### src/rtl/alib_fifo_arb_pkg.sv
`default_nettype none
// ============================================================================
// Module   : alib_fifo_arb_pkg
// Purpose  : Shared types and round-robin pick helper for the FIFO arbiters.
// Revision : 1.0 - initial release
// ============================================================================
package alib_fifo_arb_pkg;

   typedef enum logic [0:0] {
      ARB_IDLE  = 1'b0,
      ARB_GRANT = 1'b1
   } arb_state_t;

   localparam int unsigned c_max_req = 16;

   typedef struct packed {
      logic       any;
      logic [3:0] idx;
   } rr_pick_t;

   // First set bit of valid scanning ptr, ptr+1, ... modulo num_req (ptr < num_req).
   function automatic rr_pick_t rr_pick(
      input logic [c_max_req-1:0] valid,
      input logic [3:0]           ptr,
      input int unsigned          num_req
   );
      rr_pick_t    res;
      int unsigned pos;
      res = '0;
      for (int unsigned k = 0; k < c_max_req; k++) begin
         pos = {28'd0, ptr} + k;
         if (pos >= num_req) begin
            pos = pos - num_req;
         end
         if ((k < num_req) && !res.any && valid[pos[3:0]]) begin
            res.any = 1'b1;
            res.idx = pos[3:0];
         end
      end
      return res;
   endfunction

endpackage
`default_nettype wire

### src/rtl/alib_rr_picker.sv
`default_nettype none
// ============================================================================
// Module   : alib_rr_picker
// Purpose  : Combinational rotating-priority picker over NUM_REQ requests.
// Revision : 1.0 - initial release
// ============================================================================
module alib_rr_picker
   import alib_fifo_arb_pkg::*;
#(
   parameter int NUM_REQ = 4
)(
   input  logic [NUM_REQ-1:0]         req,
   input  logic [$clog2(NUM_REQ)-1:0] ptr,
   output logic                       any,
   output logic [$clog2(NUM_REQ)-1:0] idx
);

   localparam int IDX_W = $clog2(NUM_REQ);

   logic [c_max_req-1:0] w_req_ext;
   logic [3:0]           w_ptr_ext;
   rr_pick_t             w_pick;

   always_comb begin
      w_req_ext = c_max_req'(req);
      w_ptr_ext = 4'(ptr);
      w_pick    = rr_pick(w_req_ext, w_ptr_ext, NUM_REQ);
      any       = w_pick.any;
      idx       = w_pick.idx[IDX_W-1:0];
   end

endmodule
`default_nettype wire

### src/rtl/alib_fifo_rr_arbiter.sv
`default_nettype none
// ============================================================================
// Module   : alib_fifo_rr_arbiter
// Purpose  : Round-robin burst arbiter feeding one circular-FIFO write port.
// Revision : 1.0 - initial release
// ============================================================================
module alib_fifo_rr_arbiter
   import alib_fifo_arb_pkg::*;
#(
   parameter int NUM_REQ   = 4,
   parameter int WIDTH     = 8,
   parameter int MAX_BURST = 4
)(
   input  logic                       clk,
   input  logic                       rst,
   input  logic [NUM_REQ-1:0]         req_valid,
   input  logic [NUM_REQ*WIDTH-1:0]   req_data,
   output logic [NUM_REQ-1:0]         req_ready,
   input  logic                       fifo_full,
   output logic                       fifo_wr_en,
   output logic [WIDTH-1:0]           fifo_data,
   output logic                       grant_valid,
   output logic [$clog2(NUM_REQ)-1:0] grant_id
);

   localparam int IDX_W = $clog2(NUM_REQ);
   localparam int CNT_W = $clog2(MAX_BURST + 1);
   localparam logic [CNT_W-1:0] c_last_beat = CNT_W'(MAX_BURST - 1);
   localparam logic [IDX_W-1:0] c_last_idx  = IDX_W'(NUM_REQ - 1);

   arb_state_t       r_state;
   arb_state_t       w_state_nxt;
   logic [IDX_W-1:0] r_grant_id;
   logic [IDX_W-1:0] w_grant_id_nxt;
   logic [IDX_W-1:0] r_rr_ptr;
   logic [IDX_W-1:0] w_rr_ptr_nxt;
   logic [CNT_W-1:0] r_beat_cnt;
   logic [CNT_W-1:0] w_beat_cnt_nxt;

   logic             w_pick_any;
   logic [IDX_W-1:0] w_pick_idx;
   logic             w_owner_valid;
   logic             w_accept;
   logic [IDX_W-1:0] w_after_owner;

   alib_rr_picker #(
      .NUM_REQ (NUM_REQ)
   ) u_picker (
      .req (req_valid),
      .ptr (r_rr_ptr),
      .any (w_pick_any),
      .idx (w_pick_idx)
   );

   always_ff @(posedge clk or negedge rst) begin
      if (!rst) begin
         r_state    <= ARB_IDLE;
         r_grant_id <= '0;
         r_rr_ptr   <= '0;
         r_beat_cnt <= '0;
      end else begin
         r_state    <= w_state_nxt;
         r_grant_id <= w_grant_id_nxt;
         r_rr_ptr   <= w_rr_ptr_nxt;
         r_beat_cnt <= w_beat_cnt_nxt;
      end
   end

   // Outputs stay combinational so the accept and the FIFO's !full gate always agree.
   always_comb begin
      w_state_nxt    = r_state;
      w_grant_id_nxt = r_grant_id;
      w_rr_ptr_nxt   = r_rr_ptr;
      w_beat_cnt_nxt = r_beat_cnt;
      req_ready      = '0;
      fifo_wr_en     = 1'b0;
      fifo_data      = '0;

      w_owner_valid  = req_valid[r_grant_id];
      w_accept       = (r_state == ARB_GRANT) && w_owner_valid && !fifo_full;
      w_after_owner  = (r_grant_id == c_last_idx) ? '0 : r_grant_id + 1'b1;

      case (r_state)
         ARB_IDLE: begin
            if (w_pick_any) begin
               w_state_nxt    = ARB_GRANT;
               w_grant_id_nxt = w_pick_idx;
               w_beat_cnt_nxt = '0;
            end
         end
         ARB_GRANT: begin
            req_ready[r_grant_id] = !fifo_full;
            fifo_wr_en            = w_accept;
            fifo_data             = req_data[r_grant_id*WIDTH +: WIDTH];
            if (!w_owner_valid || (w_accept && (r_beat_cnt == c_last_beat))) begin
               w_state_nxt  = ARB_IDLE;
               w_rr_ptr_nxt = w_after_owner;
            end else if (w_accept) begin
               w_beat_cnt_nxt = r_beat_cnt + 1'b1;
            end
         end
         default: begin
            w_state_nxt = ARB_IDLE;
         end
      endcase
   end

   assign grant_valid = (r_state == ARB_GRANT);
   assign grant_id    = r_grant_id;

endmodule
`default_nettype wire

### config.mk
export PLATFORM = sky130hd
export DESIGN_NAME = alib_fifo_rr_arbiter
export DESIGN_NICKNAME = d
export VERILOG_FILES = /design/src/rtl/alib_fifo_arb_pkg.sv /design/src/rtl/alib_rr_picker.sv /design/src/rtl/alib_fifo_rr_arbiter.sv
export SDC_FILE = /design/constraint.sdc
export NUM_CORES = 1
export LEC_CHECK = 0
export CAP_MARGIN = 5
export CORE_UTILIZATION = 43
export CTS_CLUSTER_DIAMETER = 40
export CTS_CLUSTER_SIZE = 14
export DETAILED_ROUTE_END_ITERATION = 12
export PLACE_DENSITY = 0.86
export SYNTH_ARGS = -nofsm -noshare
export SYNTH_HDL_FRONTEND = slang
export SYNTH_HIERARCHICAL = 1
export SYNTH_SLANG_ARGS = --single-unit
### constraint.sdc
create_clock -name clk -period 5.6 [get_ports clk]
set_clock_uncertainty 0.05 [all_clocks]
set_input_delay 0.84 -clock clk [delete_from_list [all_inputs] [get_ports clk]]
set_output_delay 0.84 -clock clk [all_outputs]
set_load 0.01 [all_outputs]
==> results of run 1 <==
-- placed cells by master, fill, tap and decap left out, drive strengths merged, types with 2 or more instances in the layout --
| cell | netlist | routed |
|---|---|---|
| clkdlybuf4s50 | 0 | 54 |
| and2 | 13 | 13 |
| mux4 | 12 | 12 |
| ha | 10 | 10 |
| inv | 8 | 8 |
| nand2 | 8 | 8 |
| dfrtp | 8 | 8 |
| o21ai | 6 | 6 |
| a21oi | 5 | 5 |
| nand2b | 4 | 4 |
| mux2 | 4 | 4 |
| nor2b | 3 | 3 |
| nand3 | 3 | 3 |
| clkbuf | 1 | 3 |
| a21boi | 3 | 3 |
| nand3b | 2 | 2 |
| a31o | 2 | 2 |
-- logic make-up after synthesis --
| kind of cell | count (synthesis) | synth area share [%] |
|---|---|---|
| buf+inv | 13 | 5.587 |
| fa+ha+maj | 10 | 11.64 |
| mux | 17 | 30.62 |
| compound gates | 23 | 15.25 |
| simple gates | 35 | 18.28 |
| flops | 8 | 18.63 |
-- flip-flops by register name, summed over array words and instances (netlist names) --
name and flops:
grant_id 2, grant_valid 1, r_beat_cnt 3, r_rr_ptr 2
-- through the flow --
step                power (uW)  instance area, um^2  util, %
floorplan                484.0                 1075        -
global placement         649.3                 1620    71.19
detailed placement       675.4                 1620    71.19
CTS                      719.5                 1643    72.18
global route             781.5                 1643    72.18
finish                   719.1                 1643    72.18
-- final cells by class --
type | count | area [um^2] | share of cell area (%)
Multi-Input combinational cell | 85 | 814.5 | 49.58
Tap cell | 28 | 35.03 | 2.133
Sequential cell | 8 | 200.2 | 12.19
Clock buffer | 3 | 22.52 | 1.371
Timing Repair Buffer | 54 | 540.5 | 32.90
Inverter | 8 | 30.03 | 1.828
-- how the worst min path moves through the flow --
stage,startpoint,to,slack [ns]
detailed placement,r_beat_cnt[2],r_beat_cnt[2],0.50
global placement,r_beat_cnt[2],r_beat_cnt[2],0.48
floorplan,r_rr_ptr[1],r_rr_ptr[1],0.46
finish,r_beat_cnt[2],r_beat_cnt[2],0.51
CTS,r_beat_cnt[2],r_beat_cnt[2],0.50
global route,r_beat_cnt[2],r_beat_cnt[2],0.56
-- per-layer routing --
| metal | up-vias | global-route usage, % | share of wire, % |
|---|---|---|---|
| met5 | - | 0 | 0 |
| met4 | 0 | 10.36 | 2.5 |
| met3 | 9 | 1.170 | 4.2 |
| met2 | 47 | 41.24 | 52 |
| met1 | 505 | 32.97 | 41 |
| li1 | 497 | - | - |
-- worst max-delay path, cell delays in order --
cell             delay [ns]
clkdlybuf4s50_1        0.53
mux4_2                 0.59
and2_1                 0.20
clkdlybuf4s50_1        0.49
-- power by group --
part | internal, uW | leakage [uW] | switching (uW)
Sequential | 82.5 | 0.000101 | 83.4
Combinational | 301 | 0.000545 | 211
Clock | 24.3 | 0.0000138 | 16.9
==> metrics, run 1 <==
synthesized cell area=0.001075 mm^2; Setup TNS=0 ns; share of layout cells above drive strength 1=12.66%; FP Rows=17; maximum capacitance violations=0; Setup CP Type=input pin to primary output; FF-to-FF End=r_beat_cnt[1]; CTS Buffer Depth=2; P&R area growth vs syn=52.85%; post-synthesis average cell area=10.14 um^2; post-DR vias/cell=5.688; Final Slew Violations=0; fmax=282.8 MHz; Initial Util=47.22%; drt wl/cell=16.53 um; CTS sink cnt=8; Hold Path Depth=2; largest net degree at the start of global routing=17; RSZ-0062 raised after global routing=no; vias in the first global route=1,026; RR Startpoint=r_rr_ptr[0]; P per Cell Area=437.7 mW/mm^2; post-cts resize count=0; Final nets=209; worst min path class=register to register; ys async rst share=100.0%; sequential fraction of the synthesis area=18.63%; status=finished, final reports clean; diodes inserted=0; final cycle utilization of the critical path=63.14%; Cell variety after synth=34; Synth area leaders=mux4_2 23%, dfrtp_1 19%, ha_1 12%, and2_1 7.6%, inv_1 2.8%; core area=0.002276 mm^2; Crit Path Max Fanout=9; Die Wd=52.00 um; drt total wl=3074 um; VDD IR-drop max=0.3997 mV; count leader, synth=and2_1; Mapped Cells=106; postcts setup bufs=0; number of cells on the worst reg-to-reg path=9; # setup viols final=0; Num CTS Buffers=3; Post-DRT Antenna Nets=0; Root Driver=clkbuf_4; number of synthesized register bits=8; first-pass GRT wire length=4836 um; I/O pins=55; Port Buffer Count=54; r2r setup slk=2.84 ns; Final Non-Filler Cells=186; # hold bufs at CTS=0; worst setup path start=req_valid[2]; DR pass1 iterations=4; pre-CTS setup slack=2.062 ns; vias=1,058; placed cells=183; largest area contributor in the netlist=mux4_2; routability cong.=0.8385; Clock Latency Late Sink=0.25 ns; CTS tree=built; First DRT Iteration DRCs=12; Die ar.=0.002703 mm^2; FILL cells=177; Critical Path Sink=fifo_wr_en; share of the synthesized area in the top cell type=23.05%; Final min period=3.536 ns; CP arrival=2.65 ns; Die H=52.00 um; initial antenna violation count=0; Remaining DRCs=0; LEAKAGE=0.0006599 uW; Worst-path clk slew=0.05 ns; EDFF count, synth=0; slack of the critical path=2.064 ns; final global-route overflow total=0; Max transition margin=53.64%; synth cell count leaders=13 x and2_1, 11 x mux4_2, 10 x ha_1; Hold Worst Slack=0.5149 ns; Worst Max-Slew Pin Slew=0.6954 ns; CP required=4.71 ns; DP HPWL=2559 um; H-tree levels=1; final hold violations=0; Yosys Warn Count=6; Post-Syn Nets=155; dominant synthesized flop cell=dfrtp_1; crit end category=primary output; Tot GR Track Use=24.68%; startpoint types=input pin
(Power assumes the default switching activity.)
==> run 2: changes to the inputs <==
--- a/config.mk
+++ b/config.mk
@@ -6,11 +6,11 @@
 export NUM_CORES = 1
 export LEC_CHECK = 0
 export CAP_MARGIN = 5
-export CORE_UTILIZATION = 43
+export CORE_UTILIZATION = 36
 export CTS_CLUSTER_DIAMETER = 40
 export CTS_CLUSTER_SIZE = 14
 export DETAILED_ROUTE_END_ITERATION = 12
-export PLACE_DENSITY = 0.86
+export PLACE_DENSITY = 0.77
 export SYNTH_ARGS = -nofsm -noshare
 export SYNTH_HDL_FRONTEND = slang
 export SYNTH_HIERARCHICAL = 1
==> constraint.sdc (replaced) <==
create_clock -name clk -period 2.9 [get_ports clk]
set_clock_uncertainty 0.05 [all_clocks]
set_input_delay 0.435 -clock clk [delete_from_list [all_inputs] [get_ports clk]]
set_output_delay 0.435 -clock clk [all_outputs]
set_load 0.01 [all_outputs]
==> run 2 against run 1 <==
  * Worst hold slack got worse by 0.10 ns
  * Wire length down 2.2%
  * Utilization shrank 12 points
  * Clock-buffer cell count did not move
  * First-iteration DRC count grew to 3.5 times the previous value
  * Via count decreased by 0.19%
  * Final area is 2.6% higher
  * Sequential cell count stayed put
  * Global-route usage down 5.0 points
  * Combinational power is 110% higher
  * Non-clock buffer count grew 5
  * Cell count is 4.3% higher
==> metrics, run 2 (synthesis gave the netlist of run 1 again) <==
Hold Worst Slack=0.4135 ns (-0.1015 ns); Post-DRT Antenna Nets=0 (unchanged); largest net degree at the start of global routing=16 (-1); RSZ-0062 raised after global routing=no; Max transition margin=72.63% (+19 points); vias=1,056 (-0.19%); Setup TNS=0 ns (unchanged); DP HPWL=2489 um (-2.7%); Setup CP Type=input pin to primary output; Final min period=2.714 ns; VDD IR-drop max=0.5815 mV (+45%); core area=0.002781 mm^2 (+22%); Crit Path Max Fanout=7 (-2); startpoint types=input pin; Die ar.=0.003208 mm^2 (+19%); CP required=2.41 ns (-2.30 ns); commonest cells after routing, fill and taps aside=54 x clkdlybuf4s50_1, 13 x and2_1, 11 x mux4_2, 10 x ha_1; Remaining DRCs=0 (unchanged); Worst Max-Slew Pin Slew=0.4002 ns (-0.2952 ns); CTS Buffer Depth=2 (unchanged); final global-route overflow total=0 (unchanged); Tot GR Track Use=19.67% (-5.0 points); I/O pins=55 (unchanged); maximum capacitance violations=0 (unchanged); DR pass1 iterations=4 (unchanged); diodes inserted=0 (unchanged); share of layout cells above drive strength 1=15.95% (+3.3 points); FP Rows=19 (+2); final instance area=0.001685 mm^2 (+2.6%); final cycle utilization of the critical path=93.58%; vias in the first global route=1,065 (+3.8%); Num CTS Buffers=3 (unchanged); LEAKAGE=0.0006834 uW (+3.6%); most common cell after layout, fill and taps aside=clkdlybuf4s50_1; Clock Latency Late Sink=0.25 ns (about the same); first-pass GRT wire length=4905 um (+1.4%); initial antenna violation count=0 (unchanged); final hold violations=0 (unchanged); First DRT Iteration DRCs=42 (+30); utilization after layout=60.59% (-12 points); routability cong.=0.8026 (-4.3%); Port Buffer Count=54 (unchanged); crit end category=primary output; status=finished, final reports clean; CTS sink cnt=8 (unchanged); CTS tree=built; postcts setup bufs=0 (unchanged); Final nets=214 (+2.4%); Initial Util=38.64% (-8.6 points); Worst-path clk slew=0.05 ns (about the same); drt total wl=3006 um (-2.2%); Post-DP Area=0.001662 mm^2 (+2.5%); Die Wd=56.64 um (+8.9%); # setup viols final=0 (unchanged); placed cells=191 (+4.4%); P&R area growth vs syn=56.81%; post-DR vias/cell=5.443 (-4.3%); P per Cell Area=836.6 mW/mm^2 (+91%); Final Non-Filler Cells=194 (+4.3%); fmax=368.5 MHz; worst min path class=input pin to async pin; CP arrival=2.23 ns (-0.42 ns); Largest register FFs=3 (unchanged); Root Driver=clkbuf_4; H-tree levels=1 (unchanged); Final Slew Violations=0 (unchanged); Top reg by flops=r_beat_cnt; Die H=56.64 um (+8.9%); drt wl/cell=15.49 um (-6.2%)
==> run 2: cell types whose count changed in the layout (fill, tap and decap cells not counted) <==
cell     previous run  this run
dfrtp_2             0         1
dfrtp_1             8         7
buf_4               0         5
==> run 2: final cells by class <==
| class | count | area, um^2 |
|---|---|---|
| fillers | 237 | 1096 |
| multi-input cells | 85 | 814.5 |
| repair buffers | 59 | 578.1 |
| flip-flops and latches | 8 | 201.4 |
| well taps | 31 | 38.79 |
| inverters | 8 | 30.03 |
| clock buffers | 3 | 22.52 |
==> run 2: report_power, final <==
part	switching, uW	leakage [uW]	total [uW]	internal, uW
Combinational	464	0.000570	1080	613
Clock	35.0	0.0000138	82.1	47.2
Sequential	88.3	0.000100	250	162
==> run 2: what timing repair did <==
item,in CTS,in global routing
resized for setup,0,1
hold buffers,0,0
setup endpoints to repair,0,1
endpoints found under the hold margin,0,0
==> run 2: path summary, 6_finish.rpt <==
| path | slack, ns | depth (start not counted) | to | from |
|---|---|---|---|---|
| min in group clk | 0.50 | 2 | r_beat_cnt[2] | r_beat_cnt[2] |
| max in group asynchronous | 2.10 | 1 | grant_id[0] | rst |
| worst min-delay path | 0.41 | 1 | grant_valid | rst |
| worst max-delay path | 0.19 | 4 | fifo_wr_en | req_valid[3] |
| worst min register to register | 0.50 | 2 | r_beat_cnt[2] | r_beat_cnt[2] |
| worst max register to register | 0.59 | 9 | r_beat_cnt[1] | r_rr_ptr[1] |
==> run 2: layer usage <==
layer	track usage [%]	routed length (um)	vias to the layer above
li1	-	-	509
met1	26.14	1305	513
met2	32.77	1563	30
met3	4.608	100	4
met4	3.833	36	0
met5	0	0	-
==> run 2: stage by stage <==
stage / power [uW] / setup slack [ns]
after floorplan: 934.6 / 0.5125
after global placement: 1289 / 0.2532
after detailed placement: 1326 / 0.2120
after CTS: 1416 / 0.08841
after global routing: 1534 / 0.1514
final: 1410 / 0.1863
==> run 2: critical path: stages <==
cell and delay [ns]:
clkdlybuf4s50_1 0.53, mux4_2 0.60, and2_1 0.19, clkdlybuf4s50_1 0.48
